===== config.mk =====
export PLATFORM = sky130hd
export DESIGN_NAME = alu_mul_seq
export DESIGN_NICKNAME = d
export VERILOG_FILES = /design/src/rtl/alu_pkg.sv /design/src/rtl/adder32.sv /design/src/rtl/alu_mul_seq.sv
export SDC_FILE = /design/constraint.sdc
export NUM_CORES = 1
export LEC_CHECK = 0
export ABC_AREA = 1
export ABC_CLOCK_PERIOD_IN_PS = 2400
export CORE_ASPECT_RATIO = 0.6
export CORE_MARGIN = 8
export CORE_UTILIZATION = 35
export CTS_BUF_LIST = sky130_fd_sc_hd__clkbuf_4 sky130_fd_sc_hd__clkbuf_8
export DETAILED_ROUTE_END_ITERATION = 12
export GPL_ROUTABILITY_DRIVEN = 0
export PLACE_DENSITY = 0.55
export SYNTH_ARGS = -nofsm -noshare
export SYNTH_HDL_FRONTEND = slang
export SYNTH_SLANG_ARGS = --single-unit
export TNS_END_PERCENT = 20

===== constraint.sdc =====
create_clock -name clk -period 2.4 [get_ports clk]
set_input_delay 0.48 -clock clk [delete_from_list [all_inputs] [get_ports clk]]
set_output_delay 0.48 -clock clk [all_outputs]
set_load 0.01 [all_outputs]

===== src/rtl/alu_pkg.sv =====
// Shared definitions for the sequential shift-add multiplier: state encoding,
// iteration count and the operand magnitude helper.
package alu_pkg;

    localparam int unsigned MUL_ITERS = 32;
    localparam int unsigned CNT_W     = 6;

    typedef enum logic [1:0] {
        StIdle,
        StRun,
        StFix,
        StDone
    } mul_state_e;

    function automatic logic [31:0] abs32(input logic [31:0] v);
        return v[31] ? (~v + 32'd1) : v;
    endfunction

endpackage


===== src/rtl/adder32.sv =====
// 32-bit unsigned adder; overflow is the carry out of bit 31.
module adder32 (
    input  logic [31:0] a,
    input  logic [31:0] b,
    output logic [31:0] sum,
    output logic        overflow
);

    assign {overflow, sum} = {1'b0, a} + {1'b0, b};

endmodule


===== src/rtl/alu_mul_seq.sv =====
// Sequential 32x32->64 shift-add multiplier, one iteration per cycle.
// Define ALU_MUL_SIGNED_EN to add the op_signed port and the sign-fix state.
module alu_mul_seq
    import alu_pkg::*;
(
    input  logic        clk,
    input  logic        rst_n,
    input  logic        flush,
    input  logic        req_valid,
    output logic        req_ready,
    input  logic [31:0] op_a,
    input  logic [31:0] op_b,
`ifdef ALU_MUL_SIGNED_EN
    input  logic        op_signed,
`endif
    output logic        res_valid,
    input  logic        res_ready,
    output logic [31:0] res_hi,
    output logic [31:0] res_lo,
    output logic        busy
);

    localparam logic [CNT_W-1:0] LastIter = CNT_W'(MUL_ITERS - 1);

    mul_state_e       state_q;
    logic [CNT_W-1:0] cnt_q;
    logic [31:0]      mcand_q;
    logic [31:0]      acc_hi_q;
    logic [31:0]      acc_lo_q;

    logic [31:0]      lat_a;
    logic [31:0]      lat_b;
    logic [31:0]      add_sum;
    logic             add_ovf;
    logic [31:0]      add_hi;
    logic             add_c;

`ifdef ALU_MUL_SIGNED_EN
    logic             sign_q;
    logic             lat_sign;
    logic [63:0]      neg_prod;

    // Iterate on magnitudes; the sign is reapplied in StFix.
    always_comb begin
        lat_a    = op_signed ? abs32(op_a) : op_a;
        lat_b    = op_signed ? abs32(op_b) : op_b;
        lat_sign = op_signed & (op_a[31] ^ op_b[31]);
    end

    assign neg_prod = ~{acc_hi_q, acc_lo_q} + 64'd1;
`else
    always_comb begin
        lat_a = op_a;
        lat_b = op_b;
    end
`endif

    adder32 u_adder32 (
        .a        (acc_hi_q),
        .b        (mcand_q),
        .sum      (add_sum),
        .overflow (add_ovf)
    );

    // The multiplier lives in acc_lo_q and is consumed from the LSB as the product shifts in.
    always_comb begin
        add_c  = 1'b0;
        add_hi = acc_hi_q;
        if (acc_lo_q[0]) begin
            add_c  = add_ovf;
            add_hi = add_sum;
        end
    end

    always_ff @(posedge clk) begin
        if (!rst_n) begin
            state_q   <= StIdle;
            cnt_q     <= '0;
            mcand_q   <= '0;
            acc_hi_q  <= '0;
            acc_lo_q  <= '0;
            req_ready <= 1'b0;
            res_valid <= 1'b0;
            busy      <= 1'b0;
            res_hi    <= '0;
            res_lo    <= '0;
`ifdef ALU_MUL_SIGNED_EN
            sign_q    <= 1'b0;
`endif
        end else if (flush) begin
            state_q   <= StIdle;
            req_ready <= 1'b1;
            res_valid <= 1'b0;
            busy      <= 1'b0;
        end else begin
            unique case (state_q)
                StIdle: begin
                    req_ready <= 1'b1;
                    if (req_valid && req_ready) begin
                        state_q   <= StRun;
                        req_ready <= 1'b0;
                        busy      <= 1'b1;
                        cnt_q     <= '0;
                        mcand_q   <= lat_a;
                        acc_hi_q  <= '0;
                        acc_lo_q  <= lat_b;
`ifdef ALU_MUL_SIGNED_EN
                        sign_q    <= lat_sign;
`endif
                    end
                end
                StRun: begin
                    acc_hi_q <= {add_c, add_hi[31:1]};
                    acc_lo_q <= {add_hi[0], acc_lo_q[31:1]};
                    cnt_q    <= cnt_q + 1'b1;
                    if (cnt_q == LastIter) begin
`ifdef ALU_MUL_SIGNED_EN
                        state_q <= StFix;
`else
                        state_q <= StDone;
`endif
                    end
                end
                StFix: begin
`ifdef ALU_MUL_SIGNED_EN
                    if (sign_q) begin
                        {acc_hi_q, acc_lo_q} <= neg_prod;
                    end
`endif
                    state_q <= StDone;
                end
                StDone: begin
                    // First DONE cycle publishes the product; later ones wait for the consumer.
                    if (!res_valid) begin
                        res_valid <= 1'b1;
                        res_hi    <= acc_hi_q;
                        res_lo    <= acc_lo_q;
                    end else if (res_ready) begin
                        state_q   <= StIdle;
                        res_valid <= 1'b0;
                        busy      <= 1'b0;
                        req_ready <= 1'b1;
                    end
                end
                default: state_q <= StIdle;
            endcase
        end
    end

endmodule


== Word-level counts from Yosys, hierarchy flattened ==
Index checks and enable logic that the tools add are counted.

* Flip-flop bits (word level): 171
* Output and inout port bits: 67
* Logic and storage cells: 61

* Add/subtract/negate cells: 2
* Equal/unequal tests: 10
* Multiplexer cells: 24
* Bitwise gates (word level): 3
* Reduce and logical (&&, ||, !) cells: 12

{| class="wikitable"
|+ Operators by type and width
! kind !! count
|-
| $pmux 32 s2 || 2
|-
| $mux 32 || 3
|-
| $add 32x32->33 || 1
|-
| $pmux 6 s2 || 1
|-
| $reduce_and 3->1 || 4
|-
| $mux 1 || 10
|-
| $mux 2 || 4
|-
| $ne 2x2->1 const B || 4
|-
| $pmux 2 s4 || 1
|-
| $reduce_and 4->1 || 2
|-
| $add 6x1->6 const B || 1
|-
| $eq 6x5->1 const B || 1
|-
| $mux 6 || 1
|-
| $ne 3x3->1 const B || 2
|-
| $eq 2x2->1 const B || 2
|-
| $pmux 1 s2 || 2
|-
| $reduce_bool 2->1 || 2
|-
| $not 1->1 || 3
|-
| $reduce_bool 3->1 || 1
|-
| $eq 2x1->1 const B || 1
|-
| $logic_not 2->1 || 1
|-
| $reduce_or 2->1 || 1
|-
| $logic_and 1x1->1 || 1
|}

== Logic depth before layout (Yosys ltp) ==
* Word-level depth: 4
* Depth in mapped cells: 13
* Depth with buffers taken out: 13

== Cells and area by module ==
A second synthesis with hierarchy kept.

* Cell total of the unflattened synthesis: 1498
* Area, all modules: 9457.8 µm²

{| class="wikitable"
|+ By module, submodules not included
! module !! instances !! cells each !! area each (µm²)
|-
| alu_mul_seq || 1 || 993 || 7034.2
|-
| adder32 || 1 || 505 || 2423.6
|}

== Least setup slack after synthesis ==
Ideal clock, no wire load.

* Path kind: register to register
* From: reg acc_hi_q[0]
* To: reg acc_hi_q[27]
* Setup time: 0.132 ns
* Arrival time: 1.726 ns
* Data required time: 2.268 ns
* Setup slack: 0.542 ns
* Cell stages (with the launch flop): 13
* Clock period less this slack: 1.858 ns
* Cell sequence: dfxtp_1 -> ha_1 -> fa_1 -> nand3_1 -> nand3_1 -> nand3_1 -> nand3_1 -> nand2_1 -> nand2_1 -> nand2_1 -> nand3_1 -> nand2_1 -> a21oi_1

* Word-level cells in the longest chain between the ends: 3

{| class="wikitable"
|+ Ends and longest elaborated chain
! element !! line !! text
|-
| from (decl) || alu_mul_seq.sv:28 || <nowiki>logic [31:0] acc_hi_q;</nowiki>
|-
| from (signal assigned) || alu_mul_seq.sv:113 || <nowiki>acc_hi_q <= {add_c, add_hi[31:1]};</nowiki>
|-
| $add 32x32->33 || adder32.sv:9 || <nowiki>assign {overflow, sum} = {1'b0, a} + {1'b0, b};</nowiki>
|-
| $mux 32 || alu_mul_seq.sv:69 || <nowiki>if (acc_lo_q[0]) begin</nowiki>
|-
| $pmux 32 s2 || alu_mul_seq.sv:96 || <nowiki>unique case (state_q)</nowiki>
|}

No other way between the ends.
A chain may end at the register's enable or synchronous reset.

== Worst setup path in the final report ==
* From: reg mcand_q[0]
* To: reg acc_hi_q[27]

* Word-level cells in the longest chain between the ends: 3

{| class="wikitable"
|+ Ends and longest elaborated chain
! element !! line !! text
|-
| from (decl) || alu_mul_seq.sv:27 || <nowiki>logic [31:0] mcand_q;</nowiki>
|-
| from (signal assigned) || alu_mul_seq.sv:104 || <nowiki>mcand_q <= lat_a;</nowiki>
|-
| $add 32x32->33 || adder32.sv:9 ||
|-
| $mux 32 || alu_mul_seq.sv:69 ||
|-
| $pmux 32 s2 || alu_mul_seq.sv:96 ||
|}

No other way between the ends.

==> run_results.csv <==
group,metric,value,unit
status,status,"completed",
clock_network,cts_hold_buf,0,
global_routing,overflow,0,
setup_path,cp-endpoint,"acc_hi_q[27]$_SDFFE_PN0P_",
hold_path,hold_path_depth,3,
die,num_io_pins,136,
yosys,yosysSeqAreaShare,38.39,%
yosys,synth-compound-area-share,16.00,%
power_and_ir_drop,p_leak,5.147,nW
setup_path,r2r_setup_slack,0.15,ns
timing,fin_crit,2.249,ns
yosys,synthSimpleGateAreaFrac,29.86,%
die,start_util,35.43,%
drt,routedWlPerCell,15.05,um
timing,tightest_slew,0.5151,ns
clock_network,numCtsBuffers,17,
timing,timing.fmax,444.6,MHz
clock_network,htree_levels,4,
final_layout,area_growth,24.39,%
flow_run,maxCapViolCount,0,
setup_path,reg2regPathDepth,12,
yosys,ys_types,35,
setup_path,worstPathMaxFanout,3,
yosys,synth.area.top_cells,"dfxtp_1 (38%), nand2_1 (15%), nor2_1 (11%)",
clock_network,ctsResizeCount,0,
setup_path,cp.arrival,2.62,ns
drt,initialDrtViolationCount,592,
setup_path,crit_type,"register to register",
final_layout,fillers,2634,
yosys,ys_ff_latch,171,
drt,remaining_drc_errors,0,
clock_network,post-cts-setup-buffer-count,0,
drt,drtPass1Iterations,5,
clock_network,clockRootBuffer,"clkbuf_8",
timing,hold_ws,0.3850,ns
yosys,synthXorXnorAreaFrac,1.277,%
global_routing,grtUsageTotal,17.92,%
final_layout,drive_above_1_share,4.380,%
yosys,syn_nets,1489,
die,die_y,139.6,um
setup_path,worst_setup_path_end_kind,"register",
clock_network,clkSinkCount,171,
global_routing,grt_pass1_vias,8495,
setup_path,crit_start,"mcand_q[0]$_SDFFE_PN0P_",
yosys,synth_top_family_by_area,"simple AND/OR/NAND/NOR gates",
clock_network,clock_path_buffers,2,
placed_design,port_buffers,135,
yosys,synth_top_area_share,38.39,%
global_routing,grt_pass1_wl,45390,um
drt,vias_per_cell,4.806,
power_and_ir_drop,power.density,526.2,nW/um^2
final_layout,diodes,0,
die,row_count,45,
hold_path,hp-class,"input pin to register",
timing,finalCritPeriodShare,93.72,%
yosys,yosys.area.top_type,"dfxtp_1",
setup_path,timing.rr.start,"mcand_q[0]$_SDFFE_PN0P_",
die,die_x,222.1,um
timing,slew_violations,0,
drt,ant_nets,0,
power_and_ir_drop,vdd_drop_max,343.1,uV
setup_path,r2r_end,"acc_hi_q[27]$_SDFFE_PN0P_",
die,dieArea,31000,sq um
yosys,synth_fa_ha_area_share,5.417,%
setup_path,crit_required,2.77,ns
placed_design,hpwl,20380,um
yosys,synth-main-ff-cell,"dfxtp_1",
setup_path,start_kind,"register",
yosys,yosysWarnings,0,
yosys,syn_area_per_cell,6.452,sq um
timing,skew,0.02264,ns
final_layout,final_nets,1601,
yosys,synth-edff-count,0,
drt,routed-via-count,8823,
drt,routed_wirelength,27630,um
yosys,synthMuxAreaShare,0,%
yosys,synthesis.area,8916,sq um
timing,rsz0062_at_grt,"false",
global_routing,grt_start_max_net_pins,64,
clock_network,clk_latency,0.50,ns
timing,finalSetupViolations,0,
timing,slew_headroom,65.66,%
yosys,synthArstFlopShare,0,%
clock_network,cts_tree,"done",
global_routing,antenna_found_initial,0,
timing,setup_tns,0,ns
timing,finalHoldViolCount,0,
clock_network,path_clk_slew,0.11,ns
die,design.core.area,25170,sq um
yosys,synth_cells,1382,
[where the power goes]
| part | total [mW] | switching, mW | internal (mW) |
|---|---|---|---|
| logic | 0.681 | 0.394 | 0.288 |
| registers | 3.01 | 0.0746 | 2.94 |
| clock network | 2.14 | 1.16 | 0.984 |
[per-layer routing]
layer	vias up	GRT usage (%)	part of all wire, %
li1	4612	-	-
met1	3999	26.01	54
met2	190	26.17	40
met3	22	4.427	5.1
met4	0	4.136	1.1
met5	-	0	0
[synthesized netlist by cell type (4+ instances only)]
| cell | number |
|---|---|
| a21oi_1 | 71 |
| a31oi_1 | 32 |
| buf_2 | 9 |
| clkbuf_1 | 53 |
| dfxtp_1 | 171 |
| ha_1 | 37 |
| inv_1 | 143 |
| inv_2 | 4 |
| nand2_1 | 349 |
| nand3_1 | 47 |
| nor2_1 | 266 |
| nor3_1 | 4 |
| o21ai_0 | 142 |
| o21ai_1 | 11 |
| xor2_1 | 12 |
[flip-flops by register name, summed over array words and instances, names as in the netlist]
| signal | cells |
|---|---|
| acc_hi_q | 32 |
| acc_lo_q | 32 |
| busy | 1 |
| cnt_q | 6 |
| mcand_q | 32 |
| req_ready | 1 |
| res_hi | 32 |
| res_lo | 32 |
| res_valid | 1 |
| state_q | 2 |
[placed cells by master (no fill, tap or decap), drive strengths merged, types with 6 or more instances in the layout]
master	n
xor2	12
nand2	349
a31oi	32
clkdlybuf4s50	134
a21oi	71
nor2	267
buf	22
nor3	6
o21ai	153
dfxtp	171
nand3	47
inv	149
ha	37
clkbuf	19
[kinds of logic (layout without fill, tap and decap cells)]
logic type | after synthesis | in the layout
buffers and inverters | 211 | 336
adder cells (fa/ha/maj) | 38 | 38
XOR/XNOR | 13 | 13
AND/OR/NAND/NOR | 680 | 680
flip-flops | 171 | 171
AO/OA/AOI/OAI | 269 | 269
[through the flow]
step / power [mW] / setup WS, ns / cell area (sq um) / util [%] / cells
after floorplan: 3.448 / 0.5422 / 8916 / - / 1382
after global placement: 3.751 / 0.1738 / 10680 / 42.45 / 1804
after detailed placement: 3.755 / 0.1090 / 10680 / 42.45 / 1804
after CTS: 5.896 / 0.1625 / 11090 / 44.06 / 1836
after global routing: 6.111 / 0.03314 / 11090 / 44.07 / 1836
final: 5.836 / 0.1506 / 11090 / 44.07 / 1836
[worst min-delay path by stage]
stage | start | endpoint | slack [ns]
after global placement | acc_lo_q[10]$_SDFFE_PN0P_ | acc_lo_q[9]$_SDFFE_PN0P_ | 0.47
after detailed placement | acc_lo_q[17]$_SDFFE_PN0P_ | acc_lo_q[16]$_SDFFE_PN0P_ | 0.48
after global routing | rst_n | mcand_q[4]$_SDFFE_PN0P_ | 0.38
after CTS | rst_n | res_hi[15]$_SDFFE_PN0P_ | 0.35
final | rst_n | res_hi[15]$_SDFFE_PN0P_ | 0.39
after floorplan | cnt_q[3]$_SDFFE_PN0P_ | cnt_q[3]$_SDFFE_PN0P_ | 0.45
[critical path, stage by stage, from the launching register on]
cell and delay (ns):
dfxtp_1 0.32, ha_1 0.24, fa_1 0.41, nand3_1 0.10, nand3_1 0.16, nand3_1 0.11
nand3_1 0.22, nand2_2 0.21, nand2_1 0.08, nand2_1 0.07, nand3_1 0.06, nand2_1 0.09
a21oi_1 0.06
[final cells by class]
class                           count  area [sq um]  area share (%)
Clock inverter                     13         142.6           1.286
Sequential cell                   171          3423           30.87
Tap cell                          329         411.6           3.712
Multi-Input combinational cell   1000          4702           42.40
Timing Repair Buffer              156          1594           14.37
Clock buffer                       19         261.5           2.358
Inverter                          148         555.5           5.009
(Power assumes the default switching activity.)
